`src/rtl/duck_round_scheduler.sv`:
```
// Duck-hunt round sequencer: paces each duck through gap, flight and fall, tallies hits and decides pass/fail/win per round.
// Optional macro DUCK_SPEEDUP_EN shortens the flight time as rounds advance (adds FLIGHT_STEP/FLIGHT_MIN).
module duck_round_scheduler #(
    parameter int DUCKS_PER_ROUND = 10,
    parameter int HITS_TO_PASS    = 6,
    parameter int MAX_ROUNDS      = 9,
    parameter int FLIGHT_TIME     = 400,
    parameter int FALL_TIME       = 20,
    parameter int GAP_TIME        = 10,
    parameter int SPAWN_X_MAX     = 927
`ifdef DUCK_SPEEDUP_EN
    ,
    parameter int FLIGHT_STEP     = 30,
    parameter int FLIGHT_MIN      = 100
`endif
) (
    input  logic        clk,
    input  logic        rst,
    input  logic        game_enable,
    input  logic        duck_hit,
    input  logic [9:0]  lfsr_number,
    output logic        spawn_valid,
    output logic [11:0] spawn_x,
    output logic        duck_active,
    output logic        duck_escaped,
    output logic [3:0]  round,
    output logic [3:0]  duck_idx,
    output logic [3:0]  round_hits,
    output logic        game_over,
    output logic        game_won
);

    localparam logic [15:0] GAP_LOAD    = 16'(GAP_TIME);
    localparam logic [15:0] FALL_LOAD   = 16'(FALL_TIME);
    localparam logic [3:0]  DUCKS_L     = 4'(DUCKS_PER_ROUND);
    localparam logic [3:0]  HITS_L      = 4'(HITS_TO_PASS);
    localparam logic [3:0]  MAX_ROUND_L = 4'(MAX_ROUNDS);
    localparam logic [11:0] SPAWN_MAX_L = 12'(SPAWN_X_MAX);

    typedef enum logic [2:0] {
        S_IDLE      = 3'd0,
        S_GAP       = 3'd1,
        S_FLYING    = 3'd2,
        S_FALLING   = 3'd3,
        S_ROUND_END = 3'd4,
        S_GAME_OVER = 3'd5
    } state_t;

    state_t      state_q, state_d;
    logic [15:0] timer_q, timer_d;
    logic        spawn_valid_q, spawn_valid_d;
    logic [11:0] spawn_x_q, spawn_x_d;
    logic        duck_active_q, duck_active_d;
    logic        duck_escaped_q, duck_escaped_d;
    logic [3:0]  round_q, round_d;
    logic [3:0]  duck_idx_q, duck_idx_d;
    logic [3:0]  round_hits_q, round_hits_d;
    logic        game_over_q, game_over_d;
    logic        game_won_q, game_won_d;

    logic [15:0] flight_load_s;
    logic [11:0] lfsr_ext_s;
    logic [11:0] spawn_pick_s;
    logic [3:0]  idx_inc_s;
    logic        round_full_s;

`ifdef DUCK_SPEEDUP_EN
    int dec_s;

    // Flight load shrinks by FLIGHT_STEP per round, floored at FLIGHT_MIN without going negative
    always_comb begin
        if (round_q == 4'd0) begin
            dec_s = 0;
        end else begin
            dec_s = (int'(round_q) - 1) * FLIGHT_STEP;
        end
        if (dec_s >= (FLIGHT_TIME - FLIGHT_MIN)) begin
            flight_load_s = 16'(FLIGHT_MIN);
        end else begin
            flight_load_s = 16'(FLIGHT_TIME - dec_s);
        end
    end
`else
    assign flight_load_s = 16'(FLIGHT_TIME);
`endif

    // Fold out-of-range random values back onto the screen
    always_comb begin
        lfsr_ext_s = {2'b00, lfsr_number};
        if (lfsr_ext_s <= SPAWN_MAX_L) begin
            spawn_pick_s = lfsr_ext_s;
        end else begin
            spawn_pick_s = lfsr_ext_s - 12'd512;
        end
    end

    assign idx_inc_s    = duck_idx_q + 4'd1;
    assign round_full_s = (idx_inc_s == DUCKS_L);

    // Next-state and next-output computation
    always_comb begin
        state_d        = state_q;
        timer_d        = 16'd0;
        spawn_valid_d  = 1'b0;
        spawn_x_d      = spawn_x_q;
        duck_escaped_d = 1'b0;
        round_d        = round_q;
        duck_idx_d     = duck_idx_q;
        round_hits_d   = round_hits_q;
        game_won_d     = game_won_q;

        if (timer_q != 16'd0) begin
            timer_d = timer_q - 16'd1;
        end else begin
            timer_d = 16'd0;
        end

        if ((state_q != S_IDLE) && !game_enable) begin
            // Abort drops any pulse that would have fired this edge
            state_d      = S_IDLE;
            timer_d      = 16'd0;
            spawn_x_d    = 12'd0;
            round_d      = 4'd0;
            duck_idx_d   = 4'd0;
            round_hits_d = 4'd0;
            game_won_d   = 1'b0;
        end else begin
            case (state_q)
                S_IDLE: begin
                    spawn_x_d    = 12'd0;
                    duck_idx_d   = 4'd0;
                    round_hits_d = 4'd0;
                    game_won_d   = 1'b0;
                    if (game_enable) begin
                        state_d = S_GAP;
                        round_d = 4'd1;
                        timer_d = GAP_LOAD;
                    end else begin
                        round_d = 4'd0;
                        timer_d = 16'd0;
                    end
                end
                S_GAP: begin
                    if (timer_q == 16'd0) begin
                        state_d       = S_FLYING;
                        spawn_valid_d = 1'b1;
                        spawn_x_d     = spawn_pick_s;
                        timer_d       = flight_load_s;
                    end else begin
                        state_d = S_GAP;
                    end
                end
                S_FLYING: begin
                    if (duck_hit) begin
                        state_d      = S_FALLING;
                        round_hits_d = round_hits_q + 4'd1;
                        timer_d      = FALL_LOAD;
                    end else if (timer_q == 16'd0) begin
                        duck_escaped_d = 1'b1;
                        duck_idx_d     = idx_inc_s;
                        if (round_full_s) begin
                            state_d = S_ROUND_END;
                        end else begin
                            state_d = S_GAP;
                            timer_d = GAP_LOAD;
                        end
                    end else begin
                        state_d = S_FLYING;
                    end
                end
                S_FALLING: begin
                    if (timer_q == 16'd0) begin
                        duck_idx_d = idx_inc_s;
                        if (round_full_s) begin
                            state_d = S_ROUND_END;
                        end else begin
                            state_d = S_GAP;
                            timer_d = GAP_LOAD;
                        end
                    end else begin
                        state_d = S_FALLING;
                    end
                end
                S_ROUND_END: begin
                    if ((round_hits_q >= HITS_L) && (round_q < MAX_ROUND_L)) begin
                        state_d      = S_GAP;
                        round_d      = round_q + 4'd1;
                        duck_idx_d   = 4'd0;
                        round_hits_d = 4'd0;
                        timer_d      = GAP_LOAD;
                    end else if (round_hits_q >= HITS_L) begin
                        state_d    = S_GAME_OVER;
                        game_won_d = 1'b1;
                    end else begin
                        state_d    = S_GAME_OVER;
                        game_won_d = 1'b0;
                    end
                end
                S_GAME_OVER: begin
                    state_d = S_GAME_OVER;
                    timer_d = 16'd0;
                end
                default: begin
                    state_d = S_IDLE;
                    timer_d = 16'd0;
                end
            endcase
        end

        duck_active_d = (state_d == S_FLYING);
        game_over_d   = (state_d == S_GAME_OVER);
    end

    // State, timer and registered outputs
    always_ff @(posedge clk) begin
        if (rst) begin
            state_q        <= S_IDLE;
            timer_q        <= 16'd0;
            spawn_valid_q  <= 1'b0;
            spawn_x_q      <= 12'd0;
            duck_active_q  <= 1'b0;
            duck_escaped_q <= 1'b0;
            round_q        <= 4'd0;
            duck_idx_q     <= 4'd0;
            round_hits_q   <= 4'd0;
            game_over_q    <= 1'b0;
            game_won_q     <= 1'b0;
        end else begin
            state_q        <= state_d;
            timer_q        <= timer_d;
            spawn_valid_q  <= spawn_valid_d;
            spawn_x_q      <= spawn_x_d;
            duck_active_q  <= duck_active_d;
            duck_escaped_q <= duck_escaped_d;
            round_q        <= round_d;
            duck_idx_q     <= duck_idx_d;
            round_hits_q   <= round_hits_d;
            game_over_q    <= game_over_d;
            game_won_q     <= game_won_d;
        end
    end

    assign spawn_valid  = spawn_valid_q;
    assign spawn_x      = spawn_x_q;
    assign duck_active  = duck_active_q;
    assign duck_escaped = duck_escaped_q;
    assign round        = round_q;
    assign duck_idx     = duck_idx_q;
    assign round_hits   = round_hits_q;
    assign game_over    = game_over_q;
    assign game_won     = game_won_q;

endmodule

```
`config.mk`:
```
export PLATFORM = sky130hd
export DESIGN_NAME = duck_round_scheduler
export DESIGN_NICKNAME = d
export VERILOG_FILES = /design/src/rtl/duck_round_scheduler.sv
export SDC_FILE = /design/constraint.sdc
export NUM_CORES = 1
export LEC_CHECK = 0
export ABC_AREA = 1
export CORE_MARGIN = 2
export CORE_UTILIZATION = 45
export DETAILED_ROUTE_END_ITERATION = 8
export GPL_ROUTABILITY_DRIVEN = 0
export HOLD_SLACK_MARGIN = 0.05
export PLACE_DENSITY = 0.69
export SYNTH_ARGS = -nofsm -noshare
export SYNTH_HDL_FRONTEND = slang
export SYNTH_SLANG_ARGS = --single-unit
```
`constraint.sdc`:
```
create_clock -name clk -period 2.5 [get_ports clk]
set_clock_uncertainty 0.05 [all_clocks]
set_input_delay 0.625 -clock clk [delete_from_list [all_inputs] [get_ports clk]]
set_output_delay 0.625 -clock clk [all_outputs]
set_load 0.02 [all_outputs]
```
-- Yosys cells after proc, flatten, opt, wreduce, memory -nomap -nowiden
Cells that the tools add are included.
- add/subtract/negate cells: 5
- $lt $le $gt $ge: 3
- eq/ne operators: 13
- multiplexer cells: 33
- bitwise logic cells: 2
- reductions and logical operators: 19
- operators with widths (operator ; count):
    2-to-1 mux 16 bit ; 6
    one-hot mux 16 bit (5 select lines) ; 1
    2-to-1 mux 12 bit ; 2
    2-to-1 mux 4 bit ; 6
    one-hot mux 12 bit (2 select lines) ; 1
    2-to-1 mux 3 bit ; 7
    one-hot mux 3 bit (6 select lines) ; 1
    logical NOT 16 bit ; 1
    one-hot mux 4 bit (4 select lines) ; 1
    nonzero test 16 bit ; 1
    subtractor 16 x 1 -> 16 bit, second input constant ; 1
    adder 4 x 1 -> 4 bit, second input constant ; 3
    one-hot mux 4 bit (3 select lines) ; 1
    subtractor 10 x 10 -> 11 bit, second input constant ; 1
    <= comparator 10 bit, second input constant ; 1
    != test 2 bit, second input constant ; 5
    == test 3 x 2 -> 1 bit, second input constant ; 3
    == test 3 bit, second input constant ; 3
    one-hot mux 4 bit (2 select lines) ; 1
    AND reduction 2 bit ; 3
    AND reduction 3 bit ; 2
    nonzero test 3 bit ; 2
    == test 4 bit, second input constant ; 1
    greater-or-equal comparator 4 x 3 -> 1 bit, second input constant ; 1
    other kinds (14) ; 20
- register bits: 48
- input bits: 14
- logic and storage cells: 86

-- Longest topological paths before layout
- word-level depth: 8
- gate-level depth with buffers: 11
- mapped depth without buffers: 11

-- Worst setup path before layout
No wires, ideal clock.
- kind: flip-flop to flip-flop
- from: reg round_hits_q[0], in the netlist round_hits[0]
- to: reg timer_q[11]
- setup time: 0.073 ns
- arrival: 1.585 ns
- data required time: 2.377 ns
- slack: 0.792 ns
- stages on the path, launching flop included: 10
- path through: dfxtp_1 > inv_1 > ha_1 > o21ai_0 > nand2_1 > nand2_1 > nand2_2 > nand3_1 > nand3_4 > nor3_2
- longest elaborated chain between the ends: 4
- RTL lines (element ; RTL line ; source):
    from (decl) ; 57 ; logic [3:0] round_hits_q, round_hits_d;
    from (signal assigned) ; 237 ; round_hits_q <= round_hits_d;
    greater-or-equal comparator 4 x 3 -> 1 bit ; 185 ; if ((round_hits_q >= HITS_L) && (round_q < MAX_ROUND_L)) begin
    logical AND 1 bit ; 185 ;
    2-to-1 mux 16 bit ; 185 ;
    one-hot mux 16 bit (5 select lines) ; 128 ; case (state_q)
    to (signal assigned) ; 230 ; timer_q <= timer_d;
    to (decl) ; 50 ; logic [15:0] timer_q, timer_d;
Every way passes these cells.
A chain may end at the register's enable or synchronous reset.

-- Final worst setup path
- from: reg duck_idx_q[0], in the netlist duck_idx[0]
- to: out duck_idx[0]
- RTL lines (element ; RTL line ; source):
    from (decl) ; 56 ; logic [3:0] duck_idx_q, duck_idx_d;
    from (signal assigned) ; 236 ; duck_idx_q <= duck_idx_d;
    to (decl) ; 27 ; output logic [3:0] duck_idx,
No word-level cell between the ends.

==> out/qor.log <==
[run_status] status finished, final reports clean
[drt] antenna-violating nets left 0
[pwr] worst-case vdd ir drop 631 uV
[timing] Final Hold Slack 390 ps
[drt] remaining routing DRC violations 0
[global_routing] first-pass GRT wire length 10100 microns
[global_routing] aggregate global routing overflow 0
[timing] transition time at the pin with the least slew margin 511 ps
[floorplanning] full die area 0.00643 sq mm
[pwr] power density over the cells 1240 mW/mm^2
[timing] final count of hold timing violations 0
[placed_design] total of buffers placed on input and output ports 42
[timing] max_slew headroom 65.9%
[floorplanning] starting utilization of the core area 46.9%
[worst_setup_path] critical path start-end classification reg -> out
[layout] Post-Layout Cell Count 481
[pwr] Sw Ratio 48.9%
[drt] routed wire length per instance 12.3 microns
[yosys] Yosys top cell area share 36.0%
[placed_design] Placed Cells incl. Taps 473
[placed_design] Placed Instance Area 0.00309 sq mm
[layout] share of final-layout standard cells stronger than drive strength 1 10.3%
[layout] final design instance area without fill 0.00320 sq mm
[yosys] library cells used by synthesis 34
[cts] count of buffers added by post-CTS timing repair for setup 0
[cts] clock tree from TritonCTS done
[yosys] prevailing post-synth register cell dfxtp_1
[timing] total negative slack for setup checks 0 ps
[floorplanning] number of placement rows 27
[floorplanning] height of the chip 80.2 microns
[global_routing] overall global routing resource usage 19.9%
[drt] Total Wirelength 5900 microns
[cts] clock transition at the register clock pins on the worst setup and hold paths after CTS 90 ps
[yosys] share of flip-flops with an asynchronous set or reset 0%
[yosys] synthesis-stage register bit count 47
[pwr] power share of the clock group 12.8%
[pwr] fraction of power consumed by sequential logic 27.1%
[worst_setup_path] signal arrival time at the worst endpoint 1470 ps
[cts] H-tree depth 2
[pwr] portion of total power attributed to combinational logic 60.0%
[worst_setup_path] cell chain of the critical path clkdlybuf4s50_1
[cts] library cell used as clock root buffer clkbuf_8
[timing] RSZ-0062 raised after global routing false
[drt] total iterations of the first detailed-routing run 4
[cts] total number of clock tree sinks 47
[timing] final number of setup-violating endpoints 0
[pwr] total chip power 3.97 mW
[worst_setup_path] kind of capture point of the worst setup path output port
[global_routing] number of antenna violations at the first check in global routing 0
[pwr] leakage power of the design 1.40 nW
[layout] area delta synth->final 22.3%
[layout] utilization of the core after routing 57.3%
[floorplanning] area of the core 0.00557 sq mm
[timing] final period demand of the worst path 2140 ps
[cts] Skew-Pair Late Insertion Delay 300 ps
[drt] vias per inst 4.95
[timing] achievable clock frequency 467 MHz
[flow_run] max-cap violations 0
[worst_setup_path] cell at the slowest stage of the critical path clkdlybuf4s50_1
[worst_setup_path] worst endpoint required time 1820 ps
[cts] # hold bufs at CTS 0
[yosys] nets in the synthesized netlist 386
[drt] DR iter-0 viols 96
[global_routing] pin count of the biggest net entering global routing 23
[global_routing] number of global-route vias before repair 2273
[drt] number of vias after detailed routing 2379
[timing] final setup slack of the worst path 359 ps
[layout] number of antenna diodes 0
[worst_setup_path] Top Family by Delay on Critical Path buffers and inverters
[yosys] top cells by area, synth dfxtp_1 (36%), nand2_1 (11%), inv_1 (6.5%)
[floorplanning] Ports 43
[worst_hold_path] worst min-delay path class reg -> reg
[worst_setup_path] Critical Path Source Type register
[worst_setup_path] R2R Setup Slk 600 ps
[worst_setup_path] largest incremental delay on the critical path 670 ps
[placed_design] DPL Wire Length 4460 microns
[pwr] internal portion of total power 2.03 mW
[layout] number of nets in the final layout 431
[yosys] share of the yosys chip area belonging to registers 36.0%
[placed_design] worst setup timing slack at the placement stage 325 ps
[yosys] number of synthesized flops with an enable pin 0
[pwr] Psw 1.94 mW
[worst_setup_path] Max FO, Critical Path 8
[yosys] Yosys warning count 0
[yosys] Syn Area/Cell 7.20 sq um
[worst_setup_path] sum of buffers and inverters on the critical path 1
[timing] final clock period utilization by the worst path 85.6%
[cts] CTS buffer count 5
[cts] post-CTS sizing 0
[yosys] post-synthesis instance area 0.00261 sq mm
[cts] number of buffers between clock root and the deepest sink 2
[floorplanning] Die X-Extent 80.2 microns
[yosys] cell accounting for the most synthesized area dfxtp_1
[yosys] Post-Synthesis Cells 363
[timing] number of slew-limit violations in the final report 0
final cells by class:
class / instances / area, sq um
Fill cell: 565 / 2380
Tap cell: 72 / 90.1
Clock buffer: 7 / 96.3
Clock inverter: 1 / 7.51
Timing Repair Buffer: 44 / 435
Multi-Input combinational cell: 260 / 1430
Inverter: 50 / 195
Sequential cell: 47 / 941
cells in the mapped netlist, drive strengths merged (2+ instances only):
cell and n:
a21oi 36, o21ai 19, nand4 7, nand2 83
nor3 4, buf 6, ha 9, xor2 7
nand3 32, xnor2 5, inv 50, nor2 52
dfxtp 47, or2 2
power by group through the flow:
stage | combinational [mW] | sequential (mW) | clock [mW]
after floorplan | 1.73 | 1.17 | 0
after global routing | 2.67 | 1.11 | 0.562
final | 2.39 | 1.08 | 0.511
after CTS | 2.39 | 1.08 | 0.529
after global placement | 2.34 | 1.09 | 0
after detailed placement | 2.37 | 1.10 | 0
layout by cell type, fill, tap and decap left out, types with 2 or more instances in the layout:
master           netlist  routed
dfxtp_1               47      47
inv_4                  3       3
xor2_1                 7       7
ha_1                   9       9
a21oi_4                3       3
nor2_2                 6       6
nand3_1               30      30
buf_4                  3       2
nand2_2                2       2
nor3_1                 2       2
o21ai_1                3       3
inv_1                 45      45
or2_2                  2       2
xnor2_1                5       5
nand2_4                3       3
clkdlybuf4s50_1        0      42
o21ai_0               15      15
nor3_2                 2       2
nor2_4                 3       3
clkbuf_8               0       7
nand2_1               78      78
a21oi_2                2       2
nand4_1                7       7
a21oi_1               31      31
inv_2                  2       2
nor2_1                42      42
layer usage:
metal  up-vias  global-route usage, %  part of all wire [%]
met5         -                      0                     0
met3         5                   5.28                   4.5
met4         0                   6.10                   1.3
met2        46                   33.4                    47
met1      1068                   24.7                    47
li1       1260                      -                     -
final timing paths:
| kind | from | endpoint | cells after the start |
|---|---|---|---|
| worst max-delay path | duck_idx[0] | duck_idx[0] | 1 |
| worst min-delay path | timer_q[0] | timer_q[0] | 1 |
| worst max register to register | state_q[0] | timer_q[11] | 6 |
| worst min register to register | timer_q[0] | timer_q[0] | 1 |
state kept, by name, summed over array words and instances (netlist names):
| name | flops |
|---|---|
| game_over | 1 |
| game_won | 1 |
| spawn_valid | 1 |
| duck_idx | 4 |
| duck_active | 1 |
| round_hits | 4 |
| spawn_x | 11 |
| state_q | 3 |
| timer_q | 16 |
| round | 4 |
| duck_escaped | 1 |
logic make-up after synthesis:
kind of cell | count (synthesis) | synth area share (%)
and+or+nand+nor | 181 | 32.8
buffers and inverters | 56 | 9.29
DFF | 47 | 36.0
adders and majority gates | 9 | 4.31
AOI/OAI and AO/OA | 58 | 13.5
xor gates and xnor gates | 12 | 4.02
No activity file was read; power rests on OpenSTA's default activity.
